$ cat src/rtl/bin_to_bcd_seq.sv
// Sequential 14-bit binary to 4-digit BCD converter (shift-and-add-3).
// One bit per clock in OP; out-of-range inputs saturate to 9999 with ovf.

module bcd_add3 (
  input  logic [3:0] din,
  output logic [3:0] dout
);
  assign dout = (din >= 4'd5) ? din + 4'd3 : din;
endmodule

module bin_to_bcd_seq (
  input  logic        clk,
  input  logic        reset,
  input  logic        start,
  input  logic [13:0] bin,
  output logic        ready,
  output logic        done_tick,
  output logic [15:0] bcd,
  output logic        ovf
);
  localparam int NUM_DIG = 4;
  localparam int BIN_W   = 14;

  typedef enum logic [1:0] {IDLE, OP, DONE} state_t;

  state_t                      state, state_nxt;
  logic [BIN_W-1:0]            sh;
  logic [NUM_DIG-1:0][3:0]     wrk, wrk_adj;
  logic [3:0]                  cnt;
  logic [15:0]                 adj_flat, wrk_shift;
  logic                        accept, in_ovf, last_shift;

  // Per-digit add-3 correction ahead of the shift.
  for (genvar g = 0; g < NUM_DIG; g++) begin : g_dig
    bcd_add3 u_add3 (.din(wrk[g]), .dout(wrk_adj[g]));
  end

  assign adj_flat   = wrk_adj;
  assign wrk_shift  = {adj_flat[14:0], sh[BIN_W-1]};
  assign accept     = (state == IDLE) && start;
  assign in_ovf     = bin > 14'd9999;
  assign last_shift = (state == OP) && (cnt == 4'd1);

  always_comb begin
    state_nxt = state;
    ready     = 1'b0;
    done_tick = 1'b0;
    case (state)
      IDLE: begin
        ready = 1'b1;
        if (start) state_nxt = in_ovf ? DONE : OP;
      end
      OP:   if (cnt == 4'd1) state_nxt = DONE;
      DONE: begin
        done_tick = 1'b1;
        state_nxt = IDLE;
      end
      default: state_nxt = IDLE;
    endcase
  end

  always_ff @(posedge clk) begin
    if (reset) begin
      state <= IDLE;
      bcd   <= '0;
      ovf   <= 1'b0;
    end else begin
      state <= state_nxt;
      if (accept && in_ovf) begin
        bcd <= 16'h9999;
        ovf <= 1'b1;
      end else if (last_shift) begin
        bcd <= wrk_shift;
        ovf <= 1'b0;
      end
    end
  end

  // Working registers need no reset: every accepted start reloads them.
  always_ff @(posedge clk) begin
    if (accept) begin
      sh  <= bin;
      wrk <= '0;
      cnt <= 4'(BIN_W);
    end else if (state == OP) begin
      wrk <= wrk_shift;
      sh  <= {sh[BIN_W-2:0], 1'b0};
      cnt <= cnt - 4'd1;
    end
  end
endmodule

$ cat config.mk
export PLATFORM = sky130hd
export DESIGN_NAME = bin_to_bcd_seq
export DESIGN_NICKNAME = d
export VERILOG_FILES = /design/src/rtl/bin_to_bcd_seq.sv
export SDC_FILE = /design/constraint.sdc
export NUM_CORES = 1
export LEC_CHECK = 0
export ABC_AREA = 1
export ABC_CLOCK_PERIOD_IN_PS = 1850
export BUFFER_PORTS_ARGS = -buffer_cell sky130_fd_sc_hd__buf_2
export CAP_MARGIN = 20
export CORE_MARGIN = 4
export CORE_UTILIZATION = 30
export CTS_CLUSTER_DIAMETER = 60
export DETAILED_ROUTE_END_ITERATION = 8
export PLACE_DENSITY = 0.44
export SYNTH_ARGS = -nofsm -noshare
export SYNTH_HDL_FRONTEND = slang
export SYNTH_HIERARCHICAL = 1
export SYNTH_SLANG_ARGS = --single-unit
$ cat constraint.sdc
create_clock -name clk -period 1.85 [get_ports clk]
set_clock_uncertainty 0.1 [all_clocks]
set_input_delay 0 -clock clk [delete_from_list [all_inputs] [get_ports clk]]
set_output_delay 0 -clock clk [all_outputs]
set_load 0.02 [all_outputs]
==> results.md, run 1 <==
* Status: finished, final reports clean
* Routed Antenna Nets at 0
* Max FO, Critical Path at 5
* Max IR drop VDD at 0.000305 V
* Mapped cell area at 2730 um^2
* RSZ-0062 raised after global routing: false
* Tcrit/Tclk final at 84.5%
* Most frequent cells in the layout: nand2_1 (87), nor2_1 (51), dfxtp_1 (39)
* Detailed-route wire length per cell at 12.4 um
* Vias per cell at 4.44
* Met2 usage at 20.2%
* Worst-case clock buffer depth at 2
* Clock Root Buffer: clkbuf_8
* Reg-to-reg endpoint: bcd[8]
* Clk sinks at 53
* Worst min-delay path class: reg -> reg
* Vias in the first global route at 2202
* Final Hold Viols at 0
* CP endpoint: bcd[8]
* Die height at 103 um
* Syn_nets at 379
* Final setup violating endpoints at 0
* Worst skew pair latency at 0.31 ns
* Min Clock Period, post-route at 1.56 ns
* Met3 usage at 2.28%
* Row cnt at 34
* Post-CTS Setup Bufs at 0
* Port bufs at 35
* # resized after CTS at 0
* Area grow syn2layout at 20.5%
* Fmax at 0.640 GHz
* Max-cap violations at 0
* HPWL after DPL at 4560 um
* Power Dens Cells at 895 nW/um^2
* Critical path class: reg -> reg
* R2r worst-path depth at 9
* H-tree depth at 2
* CP required at 2.01 ns
* DRT iter0 DRCs at 94
* Crit start category: register
* Syn Area/Cell at 7.75 um^2
* Synthesis warning total at 6
* Mapped Cells at 352
* Final core occ at 37.3%
* Relative slew slack at 71.0%
* Diode count at 0
* Gp weighted congestion at 0.785
* Via count at 2289
* Num CTS Buffers at 5
* DR pass1 iterations at 4
* Overall die area at 10700 um^2
* Worst Tran Pin Value at 0.435 ns
* Initial antenna violation count at 0
* Slew Viols, Final at 0
* I/O pin total at 36
* TritonCTS clock tree: yes
* Initial core utilization at 31.0%
* Commonest non-fill, non-tap cell in the layout: nand2_1
* R2r setup slk at 0.29 ns
* Core area at 8810 um^2
* Arrival time worst endpoint at 1.73 ns
* Leak at 1.51 nW
* Die X at 103 um
* First-pass GRT wire length at 10800 um
* Wirelength, routed at 6390 um
* GR peak layer: met2
* Worst-path clk slew at 0.10 ns
* Remaining routing DRC violations at 0
* Total GRT Usage at 12.8%
* Met1 Use GR at 18.0%
* Grt ovf at 0
* Reg-to-reg critical path startpoint: wrk[4]
* Fin nets at 434
* CP Launch Point: wrk[4]
* Worst setup EP type: register
* Layout cells sized above 1 at 21.6%
* Setup TNS Final at 0 ns
* Largest net degree at the start of global routing at 24
-- worst min path at each step --
stage            start       end  slack (ns)  cells past startpoint
2_1_floorplan  bin[13]  state[0]        0.08                      3
3_3_place_gp    bin[3]     sh[3]        0.17                      3
3_5_place_dp    bin[3]     sh[3]        0.17                      3
4_1_cts         bcd[6]    bcd[6]        0.37                      2
5_1_grt         bin[3]     sh[3]        0.39                      4
6_report        bcd[6]    bcd[6]        0.36                      2
-- per-stage QoR --
stage               power [W]  std cells  instance area [um^2]  hold WS, ns  setup slack [ns]
global route          0.00314        516                  3290        0.394             0.108
detailed placement    0.00215        492                  3020        0.174             0.289
global placement      0.00215        492                  3020        0.171             0.311
finish                0.00294        516                  3290        0.364             0.286
CTS                   0.00298        516                  3290        0.369             0.286
floorplan             0.00197        352                  2730       0.0771             0.143
-- power breakdown --
group / total (W) / leakage (nW) / switching, W / internal (W)
sequential: 0.00142 / 0.459 / 0.0000888 / 0.00133
combinational: 0.000722 / 1.00 / 0.000453 / 0.000268
clock: 0.000800 / 0.0518 / 0.000400 / 0.000399
-- state kept, by name (all words and copies together) (netlist names) --
signal and flops:
cnt 4, ovf 1, sh 14, state 2, bcd 16, wrk 16
-- repair_timing --
action                                  in CTS  in global routing
endpoints found under the setup margin       0                  0
hold endpoints to repair                    27                  0
hold buffers                                16                  0
-- worst max-delay path, stage by stage, from the launching register on --
cell and delay, ns:
dfxtp_1 0.42, inv_1 0.10, ha_1 0.25, nor2_4 0.16, nor2_4 0.07, a21oi_2 0.17, o21ai_0 0.11, inv_1 0.06
nand2_1 0.04, inv_1 0.04
-- routing by layer --
| layer | vias up | share of wire, % |
|---|---|---|
| met5 | - | 0 |
| met1 | 1033 | 53 |
| li1 | 1227 | - |
| met3 | 4 | 2.5 |
| met2 | 25 | 44 |
| met4 | 0 | 0.86 |
-- final cells by class --
type | instances | area, um^2
Inverter | 40 | 150
Fill cell | 945 | 5520
Timing Repair Buffer | 62 | 418
Sequential cell | 53 | 1200
Clock buffer | 5 | 68.8
Tap cell | 108 | 135
Clock inverter | 3 | 41.3
Multi-Input combinational cell | 245 | 1270
Note: power is estimated with default switching activity, not from simulation.
==> run 2: changes to the inputs <==
ABC_CLOCK_PERIOD_IN_PS = 1600   (was 1850)
clock period = 1.6 ns   (was 1.85 ns; I/O delays follow)
==> run 2 against run 1 <==
Count of clock-buffer cells in the layout grew 2. Flip-flop and latch count is the same. Die area is the same. Utilization grew 0.26 points. Clock power shrank 4.5%. Design area grew 0.69%. Register-to-register slack lost 0.17 ns. Critical endpoint is now bcd[1]. Highest routed layer unchanged.
==> results.md, run 2 (synthesized netlist as in run 1, its figures left out) <==
* Largest net degree at the start of global routing at 29
* Num CTS Buffers at 5
* Worst skew pair latency at 0.31 ns
* Power Dens Cells at 986 nW/um^2
* Sequential share of power at 50.4%
* Critical Path, Cell by Cell: inv_1 > ha_1 > nor2_4 > o21ai_0 > nand2_1 > nand4_1 > a21oi_1
* Status: finished, final reports clean
* RSZ-0062 raised after global routing: true
* # fillers at 922
* TritonCTS clock tree: yes
* Slew Viols, Final at 0
* Clk sinks at 53
* Area grow syn2layout at 21.3%
* Commonest non-fill, non-tap cell in the layout: nand2_1
* Int Power at 0.00218 W
* CP bufs+invs at 1
* Arrival time worst endpoint at 1.61 ns
* Comb pwr share at 26.2%
* Crit-path leading delay family: flip-flops
* Worst setup EP type: register
* Min Clock Period, post-route at 1.48 ns
* Worst-path clk slew at 0.10 ns
* Port bufs at 35
* Clock share of power at 23.4%
* Row cnt at 34
* Initial antenna violation count at 0
* Remaining routing DRC violations at 0
* First-pass GRT wire length at 11000 um
* Clock Root Buffer: clkbuf_8
* Fin nets at 436
* Reg-to-reg critical path startpoint: wrk[0]
* Max FO, Critical Path at 5
* Slowest cell on crit path: dfxtp_2
* Vias per cell at 4.40
* HPWL after DPL at 4400 um
* Final Hold Viols at 0
* Routed Antenna Nets at 0
* DR pass1 iterations at 4
* Fmax at 0.676 GHz
* Die height at 103 um
* Via count at 2277
* Overall die area at 10700 um^2
* Relative slew slack at 75.8%
* Wirelength, routed at 6630 um
* Leak at 1.52 nW
* Tcrit/Tclk final at 92.5%
* Grt ovf at 0
* Worst min-delay path class: in -> reg
* Diode count at 0
* Gp weighted congestion at 0.823
* Layout cells sized above 1 at 23.4%
* Final Instance Area at 3310 um^2
* Vias in the first global route at 2129
* Crit start category: register
* Initial core utilization at 31.0%
* Met1 Use GR at 19.1%
* Most frequent cells in the layout: nand2_1 (86), nor2_1 (51), inv_1 (35), buf_2 (35), dfxtp_1 (34)
* CP Launch Point: wrk[0]
* Total GRT Usage at 13.2%
* Switching Share at 33.3%
* DRT iter0 DRCs at 110
* Met2 usage at 20.4%
* Final setup violating endpoints at 0
* Critical path class: reg -> reg
* Largest registers: bcd x16, wrk x16, sh x14
* Worst Tran Pin Value at 0.362 ns
* Cell Area, Placed at 3040 um^2
* Worst hold slack at 0.0336 ns
* Max-cap violations at 0
* Met3 usage at 2.28%
* Worst-case clock buffer depth at 2
* H-tree depth at 2
* Min-delay src: start
* GR peak layer: met2
* Slowest stage delay, CP at 0.38 ns
* Core area at 8810 um^2
* Max IR drop VDD at 0.000308 V
* Die X at 103 um
* P_sw at 0.00109 W
* I/O pin total at 36
* Detailed-route wire length per cell at 12.8 um
* CP required at 1.73 ns
run 2: cell count changes in the layout (fill, tap and decap cells not counted), moves of 2 or more:
cell	previous run	this run
buf_12	0	2
dfxtp_1	39	34
clkbuf_1	0	2
dfxtp_2	0	4
run 2: stage by stage:
step                util [%]  TNS, ns  total power, W  std cells  worst slack [ns]
floorplan                  -        0         0.00228        352            0.0447
global placement        34.5        0         0.00250        493            0.0785
detailed placement      34.5        0         0.00250        493            0.0916
CTS                     37.1        0         0.00330        516            0.0675
global route            37.6  -0.0179         0.00349        518           -0.0179
finish                  37.6        0         0.00326        518             0.121
run 2: worst register-to-register path, cell delays in order (launching register included):
cell     delay, ns
dfxtp_2       0.38
inv_1         0.07
ha_1          0.24
nor2_4        0.16
o21ai_0       0.11
nand2_1       0.10
nand4_1       0.09
a21oi_1       0.16
run 2: final cells by class:
cell class,instances,area [um^2],area share [%]
clock buffer,7,76.3,2.31
sequential,53,1210,36.5
timing repair buffer,64,455,13.8
tap,108,135,4.08
clock inverter,1,3.75,0.113
inverter,40,150,4.54
multi-input combinational,245,1280,38.7
run 2: power groups by stage:
stage	clock [W]	combinational [W]	sequential (W)
finish	0.000764	0.000856	0.00164
global route	0.000840	0.000988	0.00167
CTS	0.000792	0.000868	0.00164
detailed placement	0	0.000833	0.00167
global placement	0	0.000834	0.00167
floorplan	0	0.000615	0.00167
run 2: worst paths after layout:
kind | cells after the start | endpoint | slack, ns
worst min register to register | 2 | bcd[2] | 0.36
worst max register to register | 7 | bcd[1] | 0.12
worst max-delay path | 7 | bcd[1] | 0.12
worst min-delay path | 4 | sh[2] | 0.03
run 2: repair_timing:
action                                  in CTS  in global routing
endpoints found under the hold margin       22                  0
endpoints found under the setup margin       0                 12
setup buffers                                0                  2
gates resized for setup                      0                  8
hold buffers                                15                  0
run 2: per-layer routing:
metal	part of all wire, %	vias up
met5	0	-
met3	2.4	6
met2	44	26
met4	0.92	0
li1	-	1228
met1	53	1017
